`config.mk`:
```
export PLATFORM = sky130hd
export DESIGN_NAME = hwin_sequencer_fp16
export DESIGN_NICKNAME = d
export VERILOG_FILES = /design/src/rtl/dfdd_pkg.sv /design/src/rtl/hwin_credit_counter.sv /design/src/rtl/hwin_sequencer_fp16.sv
export SDC_FILE = /design/constraint.sdc
export NUM_CORES = 1
export LEC_CHECK = 0
export CAP_MARGIN = 20
export CORE_MARGIN = 4
export CORE_UTILIZATION = 30
export CTS_BUF_LIST = sky130_fd_sc_hd__clkbuf_8
export DETAILED_ROUTE_END_ITERATION = 6
export DONT_BUFFER_PORTS = 1
export PLACE_DENSITY = 0.52
export SETUP_SLACK_MARGIN = 0.05
export SYNTH_ARGS = -nofsm -noshare
export SYNTH_HDL_FRONTEND = slang
export SYNTH_SLANG_ARGS = --single-unit
```
`constraint.sdc`:
```
create_clock -name clk_i -period 3.7 [get_ports clk_i]
set_clock_uncertainty 0.1 [all_clocks]
set_input_delay 1.11 -clock clk_i [delete_from_list [all_inputs] [get_ports clk_i]]
set_output_delay 1.11 -clock clk_i [all_outputs]
set_load 0.03 [all_outputs]
```
`src/rtl/dfdd_pkg.sv`:
```
// ---------------------------------------------------------------------------
// dfdd_pkg
// Shared types and constants for the dfdd pipeline blocks.
//   fp16_t      : half-precision word (1 sign, 5 exponent, 10 fraction bits)
//   FP_ONE      : fp16 encoding of +1.0
//   seq_state_t : window-sequencer FSM states
// ---------------------------------------------------------------------------
package dfdd_pkg;

  localparam int FP16_EXP_WIDTH  = 5;
  localparam int FP16_FRAC_WIDTH = 10;
  localparam int FP16_WIDTH      = 1 + FP16_EXP_WIDTH + FP16_FRAC_WIDTH;

  typedef logic [FP16_WIDTH-1:0] fp16_t;

  localparam fp16_t FP_ONE = 16'h3C00;

  typedef enum logic [1:0] {
    ST_IDLE,
    ST_FILL,
    ST_RUN,
    ST_FLUSH
  } seq_state_t;

endpackage

```
`src/rtl/hwin_credit_counter.sv`:
```
// ---------------------------------------------------------------------------
// hwin_credit_counter
// Up/down saturating credit counter. Starts full (CREDITS) out of reset.
// Ports:
//   clk        : clock
//   rst_n      : asynchronous active-low reset
//   inc        : one slot returned by downstream
//   dec        : one slot consumed (window issued)
//   has_credit : at least one slot available
// inc and dec together leave the count unchanged. A return while already
// full saturates and is flagged by an assertion (downstream protocol error).
// ---------------------------------------------------------------------------
module hwin_credit_counter #(
  parameter int CREDITS   = 16,
  parameter int CNT_WIDTH = $clog2(CREDITS + 1)
) (
  input  logic clk,
  input  logic rst_n,
  input  logic inc,
  input  logic dec,
  output logic has_credit
);

  localparam logic [CNT_WIDTH-1:0] FULL = CNT_WIDTH'(CREDITS);

  logic [CNT_WIDTH-1:0] count_reg;
  logic [CNT_WIDTH-1:0] count_next;

  always_comb begin
    count_next = count_reg;
    if (inc && !dec) begin
      if (count_reg != FULL) count_next = count_reg + 1'b1;
    end else if (dec && !inc) begin
      if (count_reg != '0) count_next = count_reg - 1'b1;
    end
  end

  always_ff @(posedge clk or negedge rst_n) begin
    if (!rst_n) count_reg <= FULL;
    else        count_reg <= count_next;
  end

  assign has_credit = (count_reg != '0);

  credit_overflow: assert property (@(posedge clk) disable iff (!rst_n)
    !(inc && !dec && count_reg == FULL));

endmodule

```
`src/rtl/hwin_sequencer_fp16.sv`:
```
// ---------------------------------------------------------------------------
// hwin_sequencer_fp16
// Raster-order scheduler for the 1xWINDOW_WIDTH horizontal fp convolution.
// Takes one pixel per cycle, keeps a sliding window, pads both row edges and
// issues centred windows tagged with (col,row). Downstream is credit-based
// since the convolution pipeline cannot stall.
//
// Ports:
//   clk_i, rst_ni        : clock, asynchronous active-low reset
//   pix_i/pix_valid_i    : input pixel stream
//   pix_ready_o          : pixel accepted when valid & ready
//   credit_i             : one-cycle pulse, one downstream slot freed
//   window_o             : taps, index 0 = leftmost (col - HALF)
//   kernel_o             : constant +1.0 per tap (box filter)
//   col_o, row_o         : centre coordinate of window_o
//   valid_o              : window issued this cycle
//   frame_done_o         : pulses with the last window of the frame
//
// Build option: HWIN_REPLICATE_EDGE_EN -- when defined, pad with the nearest
// edge pixel of the row; otherwise pad with +0.0.
// ---------------------------------------------------------------------------
module hwin_sequencer_fp16
  import dfdd_pkg::*;
#(
  parameter int EXP_WIDTH    = 5,
  parameter int FRAC_WIDTH   = 10,
  parameter int WINDOW_WIDTH = 7,
  parameter int IMG_WIDTH    = 640,
  parameter int IMG_HEIGHT   = 480,
  parameter int CREDITS      = 16,
  localparam int FP_WIDTH    = 1 + EXP_WIDTH + FRAC_WIDTH
) (
  input  logic                                   clk_i,
  input  logic                                   rst_ni,
  input  logic [FP_WIDTH-1:0]                    pix_i,
  input  logic                                   pix_valid_i,
  output logic                                   pix_ready_o,
  input  logic                                   credit_i,
  output logic [WINDOW_WIDTH-1:0][FP_WIDTH-1:0]  window_o,
  output logic [WINDOW_WIDTH-1:0][FP_WIDTH-1:0]  kernel_o,
  output logic [15:0]                            col_o,
  output logic [15:0]                            row_o,
  output logic                                   valid_o,
  output logic                                   frame_done_o
);

  localparam int HALF = WINDOW_WIDTH / 2;
  localparam logic [15:0] HALF_COL = 16'(HALF);
  localparam logic [15:0] LAST_COL = 16'(IMG_WIDTH - 1);
  localparam logic [15:0] LAST_ROW = 16'(IMG_HEIGHT - 1);
  // +1.0: biased exponent 0111..1, zero fraction
  localparam logic [FP_WIDTH-1:0] ONE = {2'b00, {(EXP_WIDTH-1){1'b1}}, {FRAC_WIDTH{1'b0}}};

  typedef logic [WINDOW_WIDTH-1:0][FP_WIDTH-1:0] window_t;

  seq_state_t    state_reg, state_next;
  window_t       taps_reg, taps_next, shifted;
  logic [15:0]   in_col_reg, in_col_next;
  logic [15:0]   out_col_reg, out_col_next;
  logic [15:0]   row_reg, row_next;
  logic [15:0]   col_out_reg, row_out_reg;
  logic          valid_reg, frame_done_reg, ready_en_reg;
  logic          issue, frame_end, accept, has_credit;
  logic [FP_WIDTH-1:0] left_pad, right_pad, shift_in;

`ifdef HWIN_REPLICATE_EDGE_EN
  // Left pad is the first pixel itself; right pad repeats the newest tap,
  // which during flush is always the last pixel of the row.
  assign left_pad  = pix_i;
  assign right_pad = taps_reg[WINDOW_WIDTH-1];
`else
  assign left_pad  = '0;
  assign right_pad = '0;
`endif

  assign shift_in = (state_reg == ST_FLUSH) ? right_pad : pix_i;

  for (genvar gi = 0; gi < WINDOW_WIDTH; gi++) begin : g_tap
    if (gi == WINDOW_WIDTH - 1) begin : g_newest
      assign shifted[gi] = shift_in;
    end else begin : g_older
      assign shifted[gi] = taps_reg[gi+1];
    end
    assign kernel_o[gi] = ONE;
  end

  // ready_en_reg keeps ready low while reset is asserted.
  assign pix_ready_o = ready_en_reg && has_credit && (state_reg != ST_FLUSH);
  assign accept      = pix_valid_i && pix_ready_o;

  always_comb begin
    state_next   = state_reg;
    taps_next    = taps_reg;
    in_col_next  = in_col_reg;
    out_col_next = out_col_reg;
    row_next     = row_reg;
    issue        = 1'b0;
    frame_end    = 1'b0;
    case (state_reg)
      ST_IDLE: begin
        if (accept) begin
          for (int i = 0; i < WINDOW_WIDTH; i++) taps_next[i] = left_pad;
          taps_next[WINDOW_WIDTH-1] = pix_i;
          in_col_next = 16'd1;
          state_next  = ST_FILL;
        end
      end
      ST_FILL: begin
        if (accept) begin
          taps_next   = shifted;
          in_col_next = in_col_reg + 16'd1;
          // pixel HALF completes the first centred window (col 0)
          if (in_col_reg == HALF_COL) begin
            issue        = 1'b1;
            out_col_next = 16'd1;
            state_next   = ST_RUN;
          end
        end
      end
      ST_RUN: begin
        if (accept) begin
          taps_next    = shifted;
          issue        = 1'b1;
          out_col_next = out_col_reg + 16'd1;
          if (in_col_reg == LAST_COL) begin
            in_col_next = '0;
            state_next  = ST_FLUSH;
          end else begin
            in_col_next = in_col_reg + 16'd1;
          end
        end
      end
      ST_FLUSH: begin
        // without credit, hold taps and counters so nothing is duplicated
        if (has_credit) begin
          taps_next = shifted;
          issue     = 1'b1;
          if (out_col_reg == LAST_COL) begin
            out_col_next = '0;
            state_next   = ST_IDLE;
            if (row_reg == LAST_ROW) begin
              row_next  = '0;
              frame_end = 1'b1;
            end else begin
              row_next = row_reg + 16'd1;
            end
          end else begin
            out_col_next = out_col_reg + 16'd1;
          end
        end
      end
      default: state_next = ST_IDLE;
    endcase
  end

  always_ff @(posedge clk_i or negedge rst_ni) begin
    if (!rst_ni) begin
      state_reg      <= ST_IDLE;
      taps_reg       <= '0;
      in_col_reg     <= '0;
      out_col_reg    <= '0;
      row_reg        <= '0;
      col_out_reg    <= '0;
      row_out_reg    <= '0;
      valid_reg      <= 1'b0;
      frame_done_reg <= 1'b0;
      ready_en_reg   <= 1'b0;
    end else begin
      state_reg      <= state_next;
      taps_reg       <= taps_next;
      in_col_reg     <= in_col_next;
      out_col_reg    <= out_col_next;
      row_reg        <= row_next;
      valid_reg      <= issue;
      frame_done_reg <= frame_end;
      ready_en_reg   <= 1'b1;
      if (issue) begin
        col_out_reg <= out_col_reg;
        row_out_reg <= row_reg;
      end
    end
  end

  hwin_credit_counter #(
    .CREDITS (CREDITS)
  ) u_credit (
    .clk        (clk_i),
    .rst_n      (rst_ni),
    .inc        (credit_i),
    .dec        (issue),
    .has_credit (has_credit)
  );

  assign window_o     = taps_reg;
  assign col_o        = col_out_reg;
  assign row_o        = row_out_reg;
  assign valid_o      = valid_reg;
  assign frame_done_o = frame_done_reg;

endmodule

```
**Word-level counts from Yosys, hierarchy flattened**

Cells that the tools add are included.

- Bits in writable memories: 0
- Memories kept: 0
- ROM bits: 0
- Latch bits: 0
- Input bits: 20
- Logic and storage cells: 98
- Register bits after elaboration: 202

- Multiply operators: 0
- Order comparisons: 0
- Bitwise operators: 0
- Equality and inequality tests: 18
- $add $sub $neg: 5
- Shift-type cells: 0
- Divide/modulo/power cells: 0
- Reductions and logical operators: 20
- Multiplexer cells: 38

Operators by type and width:

| operator | count |
|---|---|
| two-way mux 112 bit | 3 |
| case mux 112 bit (3 select lines) | 1 |
| two-way mux 16 bit | 11 |
| case mux 16 bit (3 select lines) | 2 |
| adder 16 x 1 -> 16 bit, second input constant | 3 |
| equality test 16 x 10 -> 1 bit, second input constant | 2 |
| two-way mux 5 bit | 4 |
| equality test 16 x 2 -> 1 bit, second input constant | 1 |
| equality test 16 x 9 -> 1 bit, second input constant | 1 |
| != test 2 bit, second input constant | 8 |
| two-way mux 2 bit | 7 |
| AND reduction 3 bit | 3 |
| two-way mux 1 bit | 8 |
| case mux 2 bit (4 select lines) | 1 |
| AND reduction 7 bit | 1 |
| nonzero test 3 bit | 2 |
| adder 5 x 1 -> 5 bit, second input constant | 1 |
| logical AND 1 bit | 5 |
| != test 5 bit, second input constant | 1 |
| AND reduction 5 bit | 1 |
| nonzero test 5 bit | 1 |
| subtractor 5 x 1 -> 5 bit, second input constant | 1 |
| equality test 2 bit, second input constant | 2 |
| != test 2 x 1 -> 1 bit, second input constant | 2 |
| other kinds (7) | 9 |

**Depth between registers and ports, before layout**

Gate-level depths: netlist of the first run.

- Word-level depth: 10
- Mapped depth: 16
- Mapped depth without buffers: 13

**Cells and area by module**

From an unflattened synthesis of the first run, not the netlist that was laid out.

- Cells, all modules: 996
- Area, all modules: 9910.8 sq um

By module, submodules not included:

| module | area each (sq um) | instances | cells each | sequential area each (sq um) |
|---|---|---|---|---|
| hwin_sequencer_fp16 | 9404.0 | 1 | 947 | 4929.7 |
| hwin_credit_counter | 506.7 | 1 | 49 | 126.4 |

**Worst setup path after synthesis of the first run**

OpenSTA, ideal clock, no wires.

- Kind: register to register
- Start point: reg state_reg[1]
- End point: reg u_credit.count_reg[4]
- Setup time: 0.081 ns
- Setup slack: 0.273 ns
- Data required time: 3.519 ns
- Path buffers: 3
- Arrival time: 3.246 ns
- Cell stages (with the launch flop): 17
- Cells stage by stage: dfrtp_1 > inv_1 > ha_1 > clkbuf_1 > or4bb_1 > o41ai_2 > a31oi_1 > or3_1 > buf_6 > buf_6 > nand2_1 > ha_1 > a21o_1 > a21o_1 > nor4_1 > nand2b_1 > o211ai_1

- Word-level cells in the longest chain between the ends: 9

RTL lines:

| element | line | RTL |
|---|---|---|
| start, declared | hwin_sequencer_fp16.sv:56 | `seq_state_t state_reg, state_next;` |
| start signal, assigned | hwin_sequencer_fp16.sv:169 | `state_reg <= state_next;` |
| != test 2 bit | hwin_sequencer_fp16.sv:88 | `assign pix_ready_o = ready_en_reg && has_credit && (state_reg != ST_FLUSH);` |
| logical AND 1 bit | hwin_sequencer_fp16.sv:88 |  |
| logical AND 1 bit | hwin_sequencer_fp16.sv:89 | `assign accept = pix_valid_i && pix_ready_o;` |
| two-way mux 1 bit, on equally long branches | hwin_sequencer_fp16.sv:121, hwin_sequencer_fp16.sv:109 |  |
| case mux 1 bit (3 select lines) (*) | hwin_sequencer_fp16.sv:99 | `case (state_reg)` |
| zero test 1 bit | hwin_credit_counter.sv:31 | `if (inc && !dec) begin` |
| logical AND 1 bit | hwin_credit_counter.sv:31 |  |
| != test 2 bit (no source line) / nonzero test 2 bit (equally long branches) | n/a |  |
| AND reduction 3 bit (no source line) | n/a |  |
| end signal, assigned | hwin_credit_counter.sv:40 | `else count_reg <= count_next;` |
| end, declared | hwin_credit_counter.sv:26 | `logic [CNT_WIDTH-1:0] count_reg;` |

Mark *: on every way between the ends. The rest lies on a longest branch, timed or not.
A chain may end at the register's enable or synchronous reset.

**Worst setup path in the final report of the first run**

- Start point: reg in_col_reg[0]
- End point: reg u_credit.count_reg[1]

RTL lines:

| element | line | RTL |
|---|---|---|
| start, declared | hwin_sequencer_fp16.sv:58 | `logic [15:0] in_col_reg, in_col_next;` |
| start signal, assigned | hwin_sequencer_fp16.sv:171 | `in_col_reg <= in_col_next;` |
| equality test 16 x 2 -> 1 bit | hwin_sequencer_fp16.sv:113 | `if (in_col_reg == HALF_COL) begin` |
| two-way mux 1 bit | hwin_sequencer_fp16.sv:113 |  |
| two-way mux 1 bit | hwin_sequencer_fp16.sv:109 | `if (accept) begin` |
| case mux 1 bit (3 select lines) | hwin_sequencer_fp16.sv:99 |  |
| zero test 1 bit | hwin_credit_counter.sv:31 |  |
| logical AND 1 bit | hwin_credit_counter.sv:31 |  |
| two-way mux 5 bit | hwin_credit_counter.sv:31 |  |
| named net u_credit.count_next[1] | hwin_credit_counter.sv:27 | `logic [CNT_WIDTH-1:0] count_next;` |

The timed path passes the listed nets, and every way through them passes these cells.

==> out/results.env, run 1 <==
PATH_CLK_SLEW_NS=0.06
NETLIST.TOP_CELL.BY_AREA='dfrtp_1'
YOSYSMOSTFREQUENTCELL='dfrtp_1'
SYNTH_AREA_LEADERS='dfrtp_1, buf_4, nand2b_1'
SYNTH_WARNINGS=0
FMAX_MHz=287
SYNTH_MUX_AREA_SHARE_PCT=4.01
SEQ_POWER_SHARE_PCT=45.9
PORTBUFFERS=0
GRT_USE_TOTAL_PCT=12.5
POWER.COMBINATIONAL.FRACTION_PCT=29.7
FLOORPLAN.INITIALDENSITY_PCT=30.6
MEAN_INSTANCE_SIZE_IN_THE_SYNTHESIZED_NETLIST_UM2=9.66
SYNTH-EDFF-COUNT=0
LARGEST_REGISTER_FFS=112
POSTCTSHOLDBUFS=0
PLACED_CELLS=1437
TOTAL_SWITCHING_POWER_W=0.00440
YS_DOMINANT_REG_CELL='dfrtp_1'
TOTAL_LEAKAGE_POWER_nW=5.02
NUMBER_OF_STORAGE_ELEMENTS_IN_THE_SYNTHESIS_NETLIST=202
FINALHOLDVIOLCOUNT=0
GR-TOTAL-OVERFLOW=0
CTS_BUFFERS=39
MAX_CAP_VIOL_COUNT=0
SYNTH_FA_HA_AREA_SHARE_PCT=1.45
WORST_SKEW_PAIR.LATE_LATENCY_NS=0.54
SYNTHDISTINCTLIBCELLS=51
ANTENNADIODECOUNT=0
CRIT_PATH_CELL_CHAIN='ha_2 -> or4bb_1 -> o41ai_2 -> a31oi_1 -> or3_2 -> nand2_2 -> fa_1 -> a31oi_1 -> o22a_1 -> o32ai_1'
RUN_STATUS='complete, no violations'
ANTENNA_VIOLATING_NETS_POST_ROUTE=0
POST_SYNTH_XOR_AREA_FRACTION_PCT=3.39
WORST_PATH_MAX_DELAY_CELL='or4bb_1'
FINALMAXSLEWVIOLATIONS=0
INITIAL_ANTENNA_VIOLATION_COUNT=0
DESIGN.PORTCOUNT=279
SETUP-TNS-FINAL_NS=0
MAXIMUM_FANOUT_ALONG_THE_WORST_PATH=7
PATH_CLASS='reg2reg'
SLEW-LIMIT-HEADROOM_PCT=45.7
FIRST_GLOBAL_VIAS=6522
CRITICAL_PATH.MOST_COMMON_CELL='a31oi_1'
DIE-WIDTH_UM=191
CELL_INTERNAL_PWR_W=0.00518
POST_SYNTH_INST_COUNT=1040
SYN2LAYOUT_AREA_GROWTH_PCT=8.35
FINAL_CELL_COUNT_NO_FILL=1505
POST_ROUTE_CELLS_DRIVE_ABOVE_1_SHARE_PCT=9.88
RSZ0062_AT_GRT='false'
SYNTH_AREA_UM2=10000
YOSYS.AREA.TOP_TYPE_SHARE_PCT=50.1
FIRST_ITER_VIOLATIONS=384
NUM_VIAS=6575
SETUP.WORST_PATH.START_CLASS='flip-flop'
FINAL_PERIOD_MINUS_WORST_SETUP_SLACK_NS=3.48
CLOCK_POWER_SHARE_PCT=24.5
CLKSINKCOUNT=202
DESIGN.DIE.AREA_UM2=36500
MEASURED_SLEW_AT_THE_WORST_SLEW_CHECK_PIN_NS=0.814
PIN_COUNT_OF_THE_BIGGEST_NET_ENTERING_GLOBAL_ROUTING=203
ROOT_BUFFER_MASTER='clkbuf_8'
NETSWITCHINGFRACTION_PCT=45.9
SETUP_VIOL=0
POSTSYNTH.ASYNCRESETSHARE_PCT=100
FLOORPLAN.ROWS=66
SYNTH-COMPOUND-AREA-SHARE_PCT=9.23
MAX-CLOCK-PATH-BUFFERS=3
CRITICAL-PATH-TOP-DELAY-FAMILY='simple AND/OR/NAND/NOR gates'
MAX-VDD-IR-DROP_mV=0.427
HPWL_UM=15800
NNETSFINAL=1067
PWR_PER_CELL_AREA_nW_PER_UM2=880
DOMINANT_COMBINATIONAL_CELL_FAMILY_BY_AREA_AFTER_SYNTHESIS='simple AND/OR/NAND/NOR gates'
DRCVIOLATIONCOUNT=0
POST_SYNTH_AND_OR_NAND_NOR_AREA_FRACTION_PCT=20.1
GRT_FIRST_PASS_WIRELENGTH_UM=37500
PLACE_CONGESTION=0.790
DIE_Y_UM=191
WORST-ENDPOINT-REQUIRED_NS=3.99
YOSYS-TOP-CELLS-COUNT='dfrtp_1, nand2_1, o21ai_0'
FINALCRITPERIODSHARE_PCT=94.1
MIN-DELAY-PATH-CLASS='in2async'
FINAL_WL_UM=23400
TRITONCTS_CLOCK_TREE='done'
FLOORPLAN.CORE_AREA_UM2=32800
CTS.HTREE.LEVELS=2
WORST-PATH-BUF-INV=0
FIRSTDRTPASSITERS=4
VIA_PER_INST=4.37
WL_PER_CELL_UM=15.5
WORST-ENDPOINT-ARRIVAL_NS=3.77
SETUP.WORST_PATH.END_CLASS='flip-flop'
SYNTH-SEQ-AREA-SHARE_PCT=50.3
MAX_STAGE_DELAY_NS=0.55
==> cell usage in the layout (no fill, tap or decap), types with 2 or more instances in the layout <==
cell / n
dfrtp_1: 201
nand2_1: 161
o21ai_0: 126
conb_1: 113
nand2b_1: 101
nor2_1: 50
clkbuf_8: 50
nand3_1: 26
xor2_1: 25
mux2_2: 20
inv_1: 18
and3_1: 15
nand4_1: 15
mux2_1: 14
xnor2_1: 12
nor4_1: 10
a21oi_1: 10
buf_4: 9
ha_1: 8
nor3_1: 7
a21o_1: 6
or4_1: 5
clkinv_2: 5
a31oi_1: 4
or4_4: 3
and4_1: 3
or3_1: 2
o41ai_1: 2
nand4b_1: 2
a221oi_1: 2
o31ai_1: 2
a22o_1: 2
o22a_1: 2
and2_1: 2
mux2i_1: 2
ha_2: 2
bufinv_16: 2
buf_12: 2
==> cell families (layout without fill, tap and decap cells) <==
logic type / Yosys count / after routing
AOI/OAI and AO/OA: 166 / 166
xor gates and xnor gates: 38 / 38
adders and majority gates: 11 / 11
buffers and inverters: 177 / 89
DFF: 202 / 202
muxes: 36 / 36
other: 2 / 113
and+or+nand+nor: 408 / 408
==> metal layers <==
| layer | GRT usage [%] | up-vias | wire length [um] |
|---|---|---|---|
| li1 | - | 3267 | - |
| met2 | 19.4 | 186 | 10900 |
| met5 | 0 | - | 0 |
| met3 | 3.51 | 45 | 1550 |
| met4 | 4.64 | 0 | 680 |
| met1 | 16.8 | 3077 | 10200 |
==> stage by stage <==
stage | total power, W | util, % | hold WS (ns) | instance area, um^2 | setup WS [ns]
final | 0.00957 | 33.2 | 0.180 | 10900 | 0.218
after global routing | 0.0103 | 33.2 | 0.142 | 10900 | 0.0640
after CTS | 0.00974 | 33.1 | 0.121 | 10900 | 0.117
after detailed placement | 0.00733 | 30.6 | 0.386 | 10000 | 0.159
after global placement | 0.00727 | 30.6 | 0.384 | 10000 | 0.301
after floorplan | 0.00668 | - | 0.348 | 10500 | 0.273
==> power by group through the flow <==
stage	clock network, W	logic (W)	registers, W
2_1_floorplan	0	0.00250	0.00417
3_3_place_gp	0	0.00282	0.00445
3_5_place_dp	0	0.00287	0.00446
4_1_cts	0.00244	0.00288	0.00442
5_1_grt	0.00255	0.00327	0.00450
6_report	0.00234	0.00284	0.00439
==> path summary, 6_finish.rpt <==
check	from	to	slack, ns	depth (start not counted)
worst max-delay path	in_col_reg[0]$_DFFE_PN0P_	u_credit.count_reg[1]$_DFFE_PN0P_	0.22	10
worst min-delay path	rst_ni	col_o[9]$_DFFE_PN0P_	0.18	0
worst max register to register	in_col_reg[0]$_DFFE_PN0P_	u_credit.count_reg[1]$_DFFE_PN0P_	0.22	10
worst min register to register	row_reg[15]$_DFFE_PN0P_	row_reg[15]$_DFFE_PN0P_	0.39	1
max in group asynchronous	rst_ni	window_o[8]$_DFFE_PN0P_	2.94	0
min in group clk_i	row_reg[15]$_DFFE_PN0P_	row_reg[15]$_DFFE_PN0P_	0.39	1
==> what timing repair did <==
item,CTS,global route
resized for setup,0,4
endpoints found under the setup margin,0,3
setup buffers,0,0
endpoints found under the hold margin,0,0
==> layout make-up <==
| cell class | instances | area (um^2) |
|---|---|---|
| fill | 3439 | 21900 |
| sequential | 202 | 5060 |
| multi-input combinational | 772 | 4290 |
| clock buffer | 50 | 688 |
| tap | 442 | 553 |
| clock inverter | 18 | 148 |
| timing repair buffer | 11 | 108 |
| inverter | 10 | 37.5 |
Power figures use the tool's default switching activity.
==> inputs of run 2 (changes only) <==
--- a/config.mk
+++ b/config.mk
@@ -13,6 +13,7 @@
 export DONT_BUFFER_PORTS = 1
 export PLACE_DENSITY = 0.52
 export SETUP_SLACK_MARGIN = 0.05
+export SLEW_MARGIN = 10
 export SYNTH_ARGS = -nofsm -noshare
 export SYNTH_HDL_FRONTEND = slang
 export SYNTH_SLANG_ARGS = --single-unit
==> results of run 2 <==
Final layout, timing and power as in run 1 (identical DEF).
